$ cat src/rtl/width_pkg.sv
// Shared types and elaboration helpers for the width packer.
package width_pkg;

  // Packer control states.
  typedef enum logic {
    FILL = 1'b0,
    HOLD = 1'b1
  } state_e;

  // Beats per packed output word.
  function automatic int lanes_of(input int out_w, input int w);
    return out_w / w;
  endfunction

  // Lane counter width; never narrower than one bit, even for a single lane.
  function automatic int cnt_bits(input int n);
    int b;
    b = $clog2(n);
    return (b < 1) ? 1 : b;
  endfunction

endpackage

$ cat src/rtl/packer_lane.sv
// One lane of the shadow word: a W-bit data register plus its keep flag.
module packer_lane #(
  parameter int W = 8
) (
  input  logic         clk,
  input  logic         rst,
  input  logic         we,
  input  logic         clr,
  input  logic [W-1:0] d,
  output logic [W-1:0] q,
  output logic         keep
);

  // Clear wins over write: the completing beat is forwarded straight to the
  // output word, so the shadow copy is never needed after completion.
  always_ff @(posedge clk or posedge rst) begin
    if (rst) begin
      q    <= '0;
      keep <= 1'b0;
    end else if (clr) begin
      q    <= '0;
      keep <= 1'b0;
    end else if (we) begin
      q    <= d;
      keep <= 1'b1;
    end
  end

endmodule

$ cat src/rtl/width_packer.sv
// Packs W-bit beats into OUT_W-bit words, little-endian lane order, with
// early close via in_last and a per-lane keep mask.
//
// state | meaning
// ------+--------------------------------------------------------------
// FILL  | accumulating beats into the shadow word; out_valid low
// HOLD  | packed word presented; a beat is only taken when out_ready
module width_packer
  import width_pkg::*;
#(
  parameter  int W     = 8,
  parameter  int OUT_W = 32,
  localparam int LANES = lanes_of(OUT_W, W),
  parameter  int CNT_W = 16
) (
  input  logic             clk,
  input  logic             rst,
  input  logic             in_valid,
  output logic             in_ready,
  input  logic [W-1:0]     in_data,
  input  logic             in_last,
  output logic             out_valid,
  input  logic             out_ready,
  output logic [OUT_W-1:0] out_data,
  output logic [LANES-1:0] out_keep,
  output logic [CNT_W-1:0] words_sent
);

  localparam int                CNT_LW    = cnt_bits(LANES);
  localparam logic [CNT_LW-1:0] LAST_LANE = CNT_LW'(LANES - 1);

  if (W < 1) begin : g_bad_w
    $error("width_packer: W must be at least 1");
  end else if ((OUT_W % W) != 0) begin : g_bad_ratio
    $error("width_packer: OUT_W must be a multiple of W");
  end

  state_e            state;
  logic [CNT_LW-1:0] cnt;
  logic [W-1:0]      lane_q [LANES];
  logic [LANES-1:0]  lane_keep;
  logic [OUT_W-1:0]  word_next;
  logic [LANES-1:0]  keep_next;
  logic              accept;
  logic              complete;

  // In HOLD a beat may only enter while the held word is leaving.
  assign in_ready = ~rst & ((state == FILL) | out_ready);
  assign accept   = in_valid & in_ready;
  assign complete = accept & (in_last | (cnt == LAST_LANE));

  // The lane being written is taken from in_data directly, so a completing
  // beat lands in the output word without first passing through the shadow.
  for (genvar i = 0; i < LANES; i++) begin : g_lane
    logic sel;
    assign sel = (cnt == CNT_LW'(i));

    packer_lane #(.W(W)) u_lane (
      .clk  (clk),
      .rst  (rst),
      .we   (accept & sel),
      .clr  (complete),
      .d    (in_data),
      .q    (lane_q[i]),
      .keep (lane_keep[i])
    );

    assign word_next[i*W +: W] = sel ? in_data : lane_q[i];
    assign keep_next[i]        = sel | lane_keep[i];
  end

  // Control FSM with lane counter, registered output word and handshake count.
  // The counter is always zero in HOLD, so a beat accepted there starts lane 0.
  always_ff @(posedge clk or posedge rst) begin
    if (rst) begin
      state      <= FILL;
      cnt        <= '0;
      out_valid  <= 1'b0;
      out_data   <= '0;
      out_keep   <= '0;
      words_sent <= '0;
    end else begin
      if (complete) begin
        cnt <= '0;
      end else if (accept) begin
        cnt <= cnt + CNT_LW'(1);
      end

      if (out_valid && out_ready) begin
        words_sent <= words_sent + CNT_W'(1);
      end

      if (complete) begin
        state     <= HOLD;
        out_valid <= 1'b1;
        out_data  <= word_next;
        out_keep  <= keep_next;
      end else if ((state == HOLD) && out_ready) begin
        state     <= FILL;
        out_valid <= 1'b0;
      end
    end
  end

endmodule

$ cat config.mk
export PLATFORM = sky130hd
export DESIGN_NAME = width_packer
export DESIGN_NICKNAME = d
export VERILOG_FILES = /design/src/rtl/width_pkg.sv /design/src/rtl/packer_lane.sv /design/src/rtl/width_packer.sv
export SDC_FILE = /design/constraint.sdc
export NUM_CORES = 1
export LEC_CHECK = 0
export ABC_CLOCK_PERIOD_IN_PS = 3000
export BUFFER_PORTS_ARGS = -buffer_cell sky130_fd_sc_hd__buf_4
export CORE_MARGIN = 5
export CORE_UTILIZATION = 48
export CTS_BUF_LIST = sky130_fd_sc_hd__clkbuf_8
export CTS_CLUSTER_DIAMETER = 150
export CTS_CLUSTER_SIZE = 16
export DETAILED_ROUTE_END_ITERATION = 16
export MAX_ROUTING_LAYER = met4
export PLACE_DENSITY = 0.7
export SLEW_MARGIN = 20
export SYNTH_ARGS = -nofsm -noshare
export SYNTH_HDL_FRONTEND = slang
export SYNTH_SLANG_ARGS = --single-unit
export TNS_END_PERCENT = 100
$ cat constraint.sdc
create_clock -name clk -period 3 [get_ports clk]
set_input_delay 0.15 -clock clk [delete_from_list [all_inputs] [get_ports clk]]
set_output_delay 0.15 -clock clk [all_outputs]
set_load 0.03 [all_outputs]
After elaboration in Yosys (flattened, before gate mapping). Index checks and enable logic that the tools add are counted.

Latch bits: 0. Memory bits (read-only): 0. Memories kept: 0. Output and inout port bits: 54. Bits in registers: 91. RAM bits: 0.

Multiply operators: 0. $add $sub $neg: 2. $lt $le $gt $ge: 0. Equality and inequality tests: 3. Bitwise gates (word level): 15. Mux-type cells: 24. Shifts and indexed selects: 0. Divide/modulo/power cells: 0. Reductions and logical operators: 8.

Operators by type and width (count): $mux W8 (12); $add A16 B1 Y16 const B (1); $reduce_bool A2 Y1 (6); $mux W1 (10); $and A1 B1 Y1 (7); $or A1 B1 Y1 (6); $eq A2 B2 Y1 const B (2); $mux W2 (2); $add A2 B1 Y2 const B (1); $eq A2 B1 Y1 const B (1); $logic_not A2 Y1 (1); $not A1 Y1 (2); $logic_and A1 B1 Y1 (1).

Depth between registers and ports, before layout. Gate-level depths: netlist (run 1).

Depth in word-level cells: 7. Depth in mapped cells: 7. Mapped depth without buffers: 5.

Hierarchy. Synthesis (run 1) repeated with hierarchy kept, for this count alone.

Cells, all modules: 357. Area total of the unflattened synthesis: 4098.9 µm².

Modules (own cells, without submodules): width_packer (seq. area each 1376.3 µm², instances 1, cells each 237, area each 2652.5 µm²); packer_lane (seq. area each 225.2 µm², instances 4, cells each 30, area each 361.6 µm²).

Least setup slack after synthesis (run 1). No wires, ideal clock.

Kind: reg2reg. From: reg words_sent[0]. To: reg words_sent[12]. Arrival: 1.564 ns. Setup time: 0.080 ns. Stages on the path, launching flop included: 6. Setup slack: 1.355 ns. Clock period less this slack: 1.645 ns. Path through: dfrtp_1 -> ha_1 -> nand3_1 -> nor3_1 -> and3_1 -> xor2_1.

Longest elaborated chain between the ends: 1.

Ends and longest elaborated chain: start, declared (line width_packer.sv:26) `output logic [CNT_W-1:0] words_sent`; start signal, assigned (line width_packer.sv:90) `words_sent <= words_sent + CNT_W'(1);`; $add A16 B1 Y16 (line width_packer.sv:90).

Every way passes these cells. A chain may end at the register's enable or synchronous reset.

Worst setup path after layout (run 1).
From: reg cnt[1]. To: reg out_data[17].

Longest elaborated chain between the ends: 3. Elaborated cells on any way between the ends: 5.

Ends and longest elaborated chain: start, declared (line width_packer.sv:39) `logic [CNT_LW-1:0] cnt;`; start signal, assigned (line width_packer.sv:86) `cnt <= cnt + CNT_LW'(1);`; $eq A2 B2 Y1 (line width_packer.sv:50) `assign complete = accept & (in_last | (cnt == LAST_LANE));`; $or A1 B1 Y1 (line width_packer.sv:50); $and A1 B1 Y1 (line width_packer.sv:50); end signal, assigned (line width_packer.sv:96) `out_data <= word_next;`; end, declared (line width_packer.sv:24) `output logic [OUT_W-1:0] out_data,`.

Parallel ways exist; a longest one is shown, timed or not.

==> results of run 1 <==
## through the flow
stage | setup WS (ns) | util | hold WS [ns] | instance area [um2]
after floorplan | 0.486 | - | 0.292 | 3860
after global placement | 1.05 | 0.574 | 0.361 | 4460
after detailed placement | 0.952 | 0.574 | 0.377 | 4460
after CTS | 0.920 | 0.607 | 0.0971 | 4720
after global routing | 0.667 | 0.607 | 0.104 | 4720
final | 0.926 | 0.607 | 0.105 | 4720
## flip-flops by register name (all words and copies together) (netlist names)
| signal | count |
|---|---|
| out_data | 32 |
| words_sent | 16 |
| state | 1 |
| cnt | 2 |
| g_lane.u_lane.keep | 4 |
| out_keep | 4 |
| g_lane.u_lane.q | 32 |
## worst max-delay path, stage by stage, from the launching register on
cell and delay [ns]:
dfrtp_1 0.38, ha_1 0.50, nor2_1 0.22, nor3_4 0.17, buf_4 0.46, nor2_1 0.10
a21oi_1 0.14
## final cells by class
class	instances	area [um2]
Tap cell	102	128
Fill cell	678	3050
Clock buffer	10	138
Inverter	7	27.5
Timing Repair Buffer	74	571
Multi-Input combinational cell	252	1470
Clock inverter	6	111
Sequential cell	91	2280
## worst min path at each step
stage,startpoint,cells after the start,end
floorplan,in_data[0],2,g_lane[0].u_lane.q[0]$_DFFE_PP0P_
global placement,rst,2,words_sent[2]$_DFFE_PP0P_
detailed placement,rst,2,words_sent[2]$_DFFE_PP0P_
CTS,in_data[6],3,g_lane[2].u_lane.q[6]$_DFFE_PP0P_
global route,in_data[3],3,g_lane[1].u_lane.q[3]$_DFFE_PP0P_
finish,in_data[6],3,g_lane[0].u_lane.q[6]$_DFFE_PP0P_
## cells in the mapped netlist
library cell,n
a21oi_1,63
and3_1,3
and4_1,1
buf_1,1
buf_2,11
buf_4,2
clkbuf_1,6
dfrtp_1,91
ha_1,5
inv_1,7
mux2_2,1
mux2i_1,32
nand2_1,30
nand2b_1,2
nand3_1,34
nand4_1,2
nor2_1,46
nor2_2,1
nor2b_1,11
nor3_1,2
nor3_2,1
o21ai_0,3
xnor2_1,9
xor2_1,6
## power by group through the flow
stage	Sequential, uW	Clock (uW)	Combinational (uW)
floorplan	2040	0	489
global placement	1680	0	1280
detailed placement	1690	0	1300
CTS	1670	1030	1310
global route	1710	1080	1400
finish	1670	1010	1290
## metal layers
layer	share of wire	vias to the layer above	track usage
met1	0.46	1366	0.252
met5	0	-	-
li1	-	1379	-
met3	0.060	10	0.0393
met4	0.011	0	0.0473
met2	0.47	73	0.267
## cells by family after synthesis
| group | count (synthesis) |
|---|---|
| mux | 33 |
| fa+ha+maj | 5 |
| compound gates | 66 |
| buf+inv | 27 |
| flops | 91 |
| xor+xnor | 15 |
| simple gates | 133 |
## what timing repair did
action                    4_1_cts  5_1_grt
buffers inserted                0        0
hold buffers                    1        0
hold endpoints to repair       13        0
## placed cells by master, fill, tap and decap left out, drive strengths merged
| cell type | instances |
|---|---|
| nand4 | 2 |
| clkbuf | 10 |
| bufinv | 3 |
| buf | 73 |
| nor2 | 47 |
| nor3 | 3 |
| xor2 | 6 |
| dlygate4sd3 | 1 |
| ha | 5 |
| dfrtp | 91 |
| and3 | 3 |
| and4 | 1 |
| inv | 7 |
| mux2i | 32 |
| a21oi | 63 |
| nand3 | 34 |
| xnor2 | 9 |
| clkinv | 2 |
| nor2b | 11 |
| nand2b | 2 |
| clkinvlp | 1 |
| mux2 | 1 |
| nand2 | 30 |
| o21ai | 3 |
==> flow_metrics.env, run 1 <==
export IMPL_cts_resized=0
export IMPL_clk_pin_slew_worst_paths_ns=0.09
export IMPL_p_total_uw=3960
export IMPL_final_hold_violation_count=0
export IMPL_relSlewSlack=0.430
export IMPL_post_drt_wl_per_cell_um=15.0
export IMPL_viasPerCell=5.22
export IMPL_grt_max_degree=55
export IMPL_insertion_delay_ns=0.35
export IMPL_h_tree_depth=3
export IMPL_yosysTopAreaCell="dfrtp_1"
export IMPL_dp_cells=525
export IMPL_io_pins=67
export IMPL_syn2layout_area_growth_pct=22.2
export IMPL_cp_arrival_ns=2.34
export IMPL_drive_gt1_frac=0.211
export IMPL_synth_compound_area_share=0.0856
export IMPL_wl_um=8150
export IMPL_setup_viol=0
export IMPL_p_per_area_mw_per_mm2=840
export IMPL_grt_pass1_vias=2802
export IMPL_num_rows=32
export IMPL_synth_area_mm2=0.00386
export IMPL_track_usage=0.180
export IMPL_required_ns=3.27
export IMPL_r2r_start="cnt[1]$_DFFE_PP0P_"
export IMPL_tightestPinTransition_ns=0.854
export IMPL_p_sw_uw=1390
export IMPL_post_route_min_period_ns=2.07
export IMPL_p_leak_uw=0.00220
export IMPL_cts_sinks=91
export IMPL_grt_overflow_total=0
export IMPL_muxShareOfSynthArea=0.0859
export IMPL_synth_top_area_frac=0.590
export IMPL_clockPowerShare=0.254
export IMPL_ir_worst_vdd_mv=0.483
export IMPL_synthAdderAreaFrac=0.0162
export IMPL_pwr_share_comb=0.325
export IMPL_report_final_slew_viol_count=0
export IMPL_antenna_found_initial=0
export IMPL_synth_xor_xnor_area_share=0.0340
export IMPL_rsz0062_at_grt="no"
export IMPL_p_seq_frac=0.421
export IMPL_ys_types=24
export IMPL_via_count=2828
export IMPL_reg2reg_slack_ns=0.93
export IMPL_crit_path_start_kind="register"
export IMPL_die_h_um=99.7
export IMPL_synth_simple_area_share=0.156
export IMPL_r2r_end="out_data[17]$_DFFE_PP0P_"
export IMPL_syn_nets=388
export IMPL_route_detailed_drc=0
export IMPL_ys_ff_latch=91
export IMPL_worstRegToRegCells=6
export IMPL_drt_iter0_markers=138
export IMPL_cts_root_buffer="clkbuf_8"
export IMPL_start_util=0.497
export IMPL_finalCritPeriodShare=0.691
export IMPL_place_congestion=0.733
export IMPL_clock_skew_ns=0.00681
export IMPL_critical_path_class="register to register"
export IMPL_synth_warning_count=0
export IMPL_critPathCaptureType="register"
export IMPL_avgSynthCellArea_um2=10.4
export IMPL_nNetsFinal=453
export IMPL_crit_end="out_data[17]$_DFFE_PP0P_"
export IMPL_postSynthCellCount=370
export IMPL_cts_buffers=9
export IMPL_diodes=0
export IMPL_internal_power_uw=2570
export IMPL_p_sw_frac=0.352
export IMPL_cts_tree="done"
export IMPL_die_w_um=99.7
export IMPL_synth_seq_area_share=0.590
export IMPL_tns_ns=0
export IMPL_core_area_mm2=0.00777
export IMPL_layout_cells_non_filler=542
export IMPL_hpwl_um=5300
export IMPL_synthTopCellsByArea="dfrtp_1, mux2i_1, a21oi_1"
export IMPL_startpoint="cnt[1]$_DFFE_PP0P_"
export IMPL_fmax_mhz=482
export IMPL_first_pass_iters=4
export IMPL_cts_path_max_buffers=2
export IMPL_cp_max_fo=54
export IMPL_drv_cap=0
export IMPL_dieArea_mm2=0.00993
export IMPL_synth_top_family_by_area="simple AND/OR/NAND/NOR gates"
export IMPL_portBuffers=66
export IMPL_status="complete, no violations"
export IMPL_grt_pass1_wl_um=14100
export IMPL_hp_class="input pin to register"
export IMPL_ant_nets=0
Note: power is estimated with default switching activity, not from simulation.
==> run 2, diff against run 1 <==
--- a/config.mk
+++ b/config.mk
@@ -5,7 +5,8 @@
 export SDC_FILE = /design/constraint.sdc
 export NUM_CORES = 1
 export LEC_CHECK = 0
-export ABC_CLOCK_PERIOD_IN_PS = 3000
+export ABC_AREA = 1
+export ABC_CLOCK_PERIOD_IN_PS = 1740
 export BUFFER_PORTS_ARGS = -buffer_cell sky130_fd_sc_hd__buf_4
 export CORE_MARGIN = 5
 export CORE_UTILIZATION = 48
@@ -14,7 +15,7 @@
 export CTS_CLUSTER_SIZE = 16
 export DETAILED_ROUTE_END_ITERATION = 16
 export MAX_ROUTING_LAYER = met4
-export PLACE_DENSITY = 0.7
+export PLACE_DENSITY = 0.72
 export SLEW_MARGIN = 20
 export SYNTH_ARGS = -nofsm -noshare
 export SYNTH_HDL_FRONTEND = slang
==> constraint.sdc (replaced) <==
create_clock -name clk -period 1.74 [get_ports clk]
set_input_delay 0.087 -clock clk [delete_from_list [all_inputs] [get_ports clk]]
set_output_delay 0.087 -clock clk [all_outputs]
set_load 0.03 [all_outputs]
==> run 2 against run 1 <==
Area after synthesis is 4.8% higher. Clock-buffer cell count stayed put. Via count is 20% higher. Final area is 4.3% higher. Flip-flop and latch count stayed put. Maximum frequency is 25% higher. Final cell count is 24% higher.
==> flow_metrics.env, run 2 <==
export IMPL_num_rows=33
export IMPL_finish_instance_area_mm2=0.00492
export IMPL_track_usage=0.204
export IMPL_core_area_mm2=0.00822
export IMPL_cp_max_fo=12
export IMPL_viasPerCell=5.03
export IMPL_cts_tree="done"
export IMPL_syn_nets=506
export IMPL_die_w_um=102
export IMPL_hp_class="input pin to register"
export IMPL_setup_viol=0
export IMPL_cp_arrival_ns=1.90
export IMPL_max_stage_delay_ns=0.41
export IMPL_internal_power_uw=4200
export IMPL_nFillCells=711
export IMPL_utilization=0.599
export IMPL_drt_iter0_markers=166
export IMPL_relSlewSlack=0.643
export IMPL_wl_um=9460
export IMPL_place_congestion=0.817
export IMPL_drv_cap=0
export IMPL_crit_path_start_kind="register"
export IMPL_wl_met3_um=447
export IMPL_synth_area_mm2=0.00404
export IMPL_synth_commonest_cells="nand2_1, dfrtp_1, o21ai_0"
export IMPL_finalCritPeriodShare=0.954
export IMPL_place_area_mm2=0.00471
export IMPL_route_detailed_drc=0
export IMPL_synth_top_area_frac=0.563
export IMPL_ys_ff_latch=91
export IMPL_die_h_um=102
export IMPL_diodes=0
export IMPL_ant_nets=0
export IMPL_synth_edf_count=0
export IMPL_avgSynthCellArea_um2=8.29
export IMPL_p_sw_frac=0.377
export IMPL_grt_pass1_vias=3398
export IMPL_postSynthCellCount=488
export IMPL_cts_root_buffer="clkbuf_8"
export IMPL_p_per_area_mw_per_mm2=1370
export IMPL_dieArea_mm2=0.0104
export IMPL_portBuffers=66
export IMPL_ys_types=20
export IMPL_start_util=0.492
export IMPL_fmax_mhz=602
export IMPL_layout_commonest_cell="nand2_1"
export IMPL_synth_seq_area_share=0.563
export IMPL_io_pins=67
export IMPL_highest_layer="met4"
export IMPL_wl_met1_um=4220
export IMPL_critPathCaptureType="register"
export IMPL_p_sw_uw=2540
export IMPL_clock_skew_ns=0.00897
export IMPL_yosysTopAreaCell="dfrtp_1"
export IMPL_drive_gt1_frac=0.185
export IMPL_ir_worst_vdd_mv=0.811
export IMPL_h_tree_depth=3
export IMPL_rsz0062_at_grt="yes"
export IMPL_final_hold_violation_count=0
export IMPL_grt_max_degree=54
export IMPL_slowest_stage="dfrtp_1"
export IMPL_p_leak_uw=0.00266
export IMPL_tightestPinTransition_ns=0.534
export IMPL_cts_sinks=91
export IMPL_grt_overflow_total=0
export IMPL_nNetsFinal=582
export IMPL_dr_wl_met2_um=4640
export IMPL_cts_path_max_buffers=2
export IMPL_post_drt_wl_per_cell_um=14.1
export IMPL_synthTopCellsByArea="dfrtp_1, nand2_1, o21ai_0"
export IMPL_antenna_found_initial=0
export IMPL_async_flop_share=1.00
export IMPL_pwr_share_comb=0.348
export IMPL_report_final_slew_viol_count=0
export IMPL_hpwl_um=6910
export IMPL_grt_pass1_wl_um=16100
export IMPL_synth_most_common_cell="nand2_1"
export IMPL_synth_warning_count=0
export IMPL_insertion_delay_ns=0.35
export IMPL_path_cells="ha_1 > nor2_1 > inv_1 > nand2_2 > nand2_1 > nand2_1 > nand2_1"
export IMPL_first_pass_iters=5
export IMPL_p_seq_frac=0.446
export IMPL_clockPowerShare=0.206
export IMPL_reg_top3="g_lane.u_lane.q: 32 flops, out_data: 32 flops, words_sent: 16 flops"
export IMPL_critical_path_class="register to register"
export IMPL_post_route_min_period_ns=1.66
export IMPL_status="complete, no violations"
export IMPL_required_ns=1.98
export IMPL_clk_pin_slew_worst_paths_ns=0.09
export IMPL_cts_buffers=9
export IMPL_crit_top_cell="nand2_1"
export IMPL_final_cell_mix="nand2_1, dfrtp_1, buf_4, o21ai_0, inv_1"
export IMPL_via_count=3383
export IMPL_synthFlopType="dfrtp_1"
export IMPL_syn2layout_area_growth_pct=21.7
run 2: cell types whose count changed after synthesis, sizes merged, moves of 2 or more:
| cell | delta |
|---|---|
| a21oi | -59 |
| and3 | -3 |
| buf | -3 |
| clkbuf | +2 |
| inv | +36 |
| mux2i | -32 |
| nand2 | +157 |
| nand2b | -2 |
| nor2 | -14 |
| nor2b | -11 |
| nor3 | -2 |
| o21ai | +55 |
| xnor2 | -4 |
run 2: final cells by class:
type	count	area (um2)	share of cell area
clock buffers	10	138	0.0280
clock inverters	4	43.8	0.00890
inverters	43	165	0.0336
multi-input cells	335	1510	0.308
flip-flops and latches	91	2280	0.463
well taps	105	131	0.0267
repair buffers	84	652	0.132
run 2: critical path, delay by kind of cell, from the launching register on:
kind	cells	cell delay, ns
AND/OR/NAND/NOR	5	0.85
adder cells (fa/ha/maj)	1	0.22
buffers and inverters	1	0.07
flip-flops	1	0.41
run 2: logic make-up after synthesis:
group | synth area share
AND/OR/NAND/NOR | 0.256
XOR/XNOR | 0.0238
buffers and inverters | 0.0647
flip-flops | 0.563
adder cells (fa/ha/maj) | 0.0155
AO/OA/AOI/OAI | 0.0767
run 2: power groups by stage:
stage | clock network [uW] | registers (uW) | logic [uW]
final | 1390 | 3010 | 2340
after global routing | 1520 | 3080 | 2590
after CTS | 1420 | 3010 | 2390
after detailed placement | 0 | 3050 | 2380
after global placement | 0 | 3030 | 2340
after floorplan | 0 | 3630 | 861
run 2: layer usage:
metal | global-route usage | vias to the layer above
li1 | - | 1669
met1 | 0.261 | 1626
met2 | 0.328 | 76
met3 | 0.0379 | 12
met4 | 0.0634 | 0
met5 | - | -
run 2: timing repair:
item                                    CTS  global route
hold buffers                              2             0
hold endpoints to repair                 23             0
setup buffers                             0             0
endpoints found under the setup margin    0            12
gates resized for setup                   0             2
run 2: final timing paths:
kind	from	endpoint	slack, ns	cells after the start
worst max-delay path	cnt[0]$_DFFE_PP0P_	g_lane[2].u_lane.q[6]$_DFFE_PP0P_	0.08	7
worst min-delay path	in_data[5]	out_data[29]$_DFFE_PP0P_	0.06	5
worst max register to register	cnt[0]$_DFFE_PP0P_	g_lane[2].u_lane.q[6]$_DFFE_PP0P_	0.08	7
worst min register to register	out_data[16]$_DFFE_PP0P_	out_data[16]$_DFFE_PP0P_	0.47	2
max in group asynchronous	rst	out_data[4]$_DFFE_PP0P_	0.72	4
min in group asynchronous	rst	out_data[31]$_DFFE_PP0P_	0.38	3
run 2: through the flow:
step           hold slack (ns)  setup WS [ns]  TNS (ns)  total power (uW)  cells
3_3_place_gp             0.185          0.164         0              5360    656
2_1_floorplan            0.183          0.106         0              4490    488
4_1_cts                 0.0521         0.0934         0              6810    672
5_1_grt                 0.0735        -0.0306    -0.118              7190    672
3_5_place_dp             0.197          0.118         0              5420    656
6_report                0.0577         0.0801         0              6740    672
==> run 3, diff against run 2 <==
--- a/config.mk
+++ b/config.mk
@@ -16,6 +16,7 @@
 export DETAILED_ROUTE_END_ITERATION = 16
 export MAX_ROUTING_LAYER = met4
 export PLACE_DENSITY = 0.72
+export RECOVER_POWER = 100
 export SLEW_MARGIN = 20
 export SYNTH_ARGS = -nofsm -noshare
 export SYNTH_HDL_FRONTEND = slang
==> run 3 against run 2 <==
Maximum frequency up 0.27%. Total power down 4.4%. Wire length up 0.16%. Die area unchanged. Largest power group unchanged. Highest routed layer unchanged.
==> flow_metrics.env, run 3 (synthesis results as in run 2) <==
export IMPL_status="complete, no violations"
export IMPL_startpoint="cnt[0]$_DFFE_PP0P_"
export IMPL_io_pins=67
export IMPL_layout_commonest_cell="nand2_1"
export IMPL_antenna_found_initial=0
export IMPL_drive_gt1_frac=0.0864
export IMPL_fmax_mhz=604
export IMPL_nFillCells=765
export IMPL_max_stage_delay_ns=0.41
export IMPL_cts_sinks=91
export IMPL_crit_path_start_kind="register"
export IMPL_via_count=3378
export IMPL_die_w_um=102
export IMPL_place_ws_ns=0.118
export IMPL_dieArea_mm2=0.0104
export IMPL_nNetsFinal=582
export IMPL_drv_cap=0
export IMPL_r2r_start="cnt[0]$_DFFE_PP0P_"
export IMPL_post_route_min_period_ns=1.66
export IMPL_required_ns=1.98
export IMPL_wl_um=9470
export IMPL_crit_top_cell="nand2_1"
export IMPL_reg_top3="g_lane.u_lane.q: 32 flops, out_data: 32 flops, words_sent: 16 flops"
export IMPL_crit_end="g_lane[2].u_lane.q[6]$_DFFE_PP0P_"
export IMPL_path_cells="ha_1 > nor2_1 > inv_1 > nand2_2 > nand2_1 > nand2_1 > nand2_1"
export IMPL_place_congestion=0.817
export IMPL_core_area_mm2=0.00822
export IMPL_grt_overflow_total=0
export IMPL_grt_max_degree=54
export IMPL_report_final_slew_viol_count=0
export IMPL_start_util=0.492
export IMPL_utilization=0.572
export IMPL_setup_viol=0
export IMPL_holdCritStartpoint="in_data[5]"
export IMPL_portBuffers=66
export IMPL_crit_cells=7
export IMPL_diodes=0
export IMPL_reg2reg_slack_ns=0.08
export IMPL_track_usage=0.204
export IMPL_viasPerCell=5.03
export IMPL_hp_class="input pin to register"
export IMPL_rsz0062_at_grt="yes"
export IMPL_drt_iter0_markers=176
export IMPL_ant_nets=0
export IMPL_dp_cells=656
export IMPL_p_total_uw=6440
export IMPL_cts_path_max_buffers=2
export IMPL_clock_skew_ns=0.00778
export IMPL_p_leak_uw=0.00244
export IMPL_setup_slack_ns=0.0846
export IMPL_cts_setup_buffers=0
export IMPL_grt_pass1_vias=3398
export IMPL_crit_family="simple AND/OR/NAND/NOR gates"
export IMPL_insertion_delay_ns=0.35
export IMPL_tightestPinTransition_ns=1.09
export IMPL_cts_buffers=9
export IMPL_final_hold_violation_count=0
export IMPL_cts_tree="done"
export IMPL_ir_worst_vdd_mv=0.812
export IMPL_clk_pin_slew_worst_paths_ns=0.09
export IMPL_cp_num_buf_inv=1
export IMPL_critPathCaptureType="register"
export IMPL_hold_ws_ns=0.0615
export IMPL_finalCritPeriodShare=0.951
export IMPL_worstRegToRegCells=7
export IMPL_layout_cells_non_filler=672
export IMPL_slowest_stage="dfrtp_1"
export IMPL_hpwl_um=6910
export IMPL_h_tree_depth=3
export IMPL_critical_path_class="register to register"
export IMPL_cp_arrival_ns=1.89
export IMPL_r2r_end="g_lane[2].u_lane.q[6]$_DFFE_PP0P_"
export IMPL_die_h_um=102
export IMPL_route_detailed_drc=0
export IMPL_num_rows=33
export IMPL_post_drt_wl_per_cell_um=14.1
export IMPL_cts_root_buffer="clkbuf_8"
export IMPL_final_cell_mix="nand2_1, dfrtp_1, o21ai_0, clkbuf_1, inv_1"
export IMPL_p_per_area_mw_per_mm2=1370
export IMPL_first_pass_iters=4
export IMPL_syn2layout_area_growth_pct=16.2
export IMPL_grt_pass1_wl_um=16100
export IMPL_relSlewSlack=0.272
export IMPL_cp_max_fo=12
## run 3: changes by cell type in the layout (fill, tap and decap cells not counted)
cell,previous run,this run
buf_2,0,1
buf_4,80,21
clkbuf_1,0,55
clkbuf_2,0,3
clkinvlp_2,0,1
clkinvlp_4,1,0
nor2_1,32,33
nor2_2,1,0
## run 3: routing by layer
layer | GRT usage | routed length, um
met5 | - | 0
met4 | 0.0634 | 157
met3 | 0.0379 | 517
met2 | 0.328 | 4580
met1 | 0.261 | 4220
## run 3: through the flow
step | instance area, um2 | setup TNS [ns]
floorplan | 4050 | 0
global placement | 4710 | 0
detailed placement | 4710 | 0
CTS | 4910 | 0
global route | 4700 | -0.156
finish | 4700 | 0
## run 3: what timing repair did
action                                  4_1_cts  5_1_grt
hold endpoints to repair                     23        0
hold buffers                                  2        0
endpoints found under the setup margin        0       12
resized for setup                             0        2
## run 3: where the power goes
group / leakage (uW) / switching [uW] / internal [uW] / total (uW)
registers: 0.00118 / 342 / 2660 / 3000
clock network: 0.0000992 / 705 / 679 / 1380
logic: 0.00116 / 1490 / 572 / 2060
total: 0.00244 / 2530 / 3910 / 6440
## run 3: worst min path at each step
stage	slack [ns]	endpoint	cells after the start
4_1_cts	0.05	out_data[28]$_DFFE_PP0P_	5
6_report	0.06	out_data[29]$_DFFE_PP0P_	5
2_1_floorplan	0.18	state$_DFFE_PP0P_	1
5_1_grt	0.07	out_data[27]$_DFFE_PP0P_	5
3_3_place_gp	0.19	state$_DFFE_PP0P_	2
3_5_place_dp	0.20	words_sent[0]$_DFFE_PP0P_	2
## run 3: worst register-to-register path: cells and delay by family, from the launching register on
family        cells  cell delay, ns
fa+ha+maj         1            0.22
flops             1            0.41
buf+inv           1            0.07
simple gates      5            0.86
## run 3: cell type report
class                      instances  area (um2)  area share
timing repair buffer              84         435      0.0927
tap                              105         131      0.0280
multi-input combinational        335        1510       0.322
clock inverter                     4        43.8     0.00932
inverter                          43         163      0.0346
sequential                        91        2280       0.485
clock buffer                      10         138      0.0293
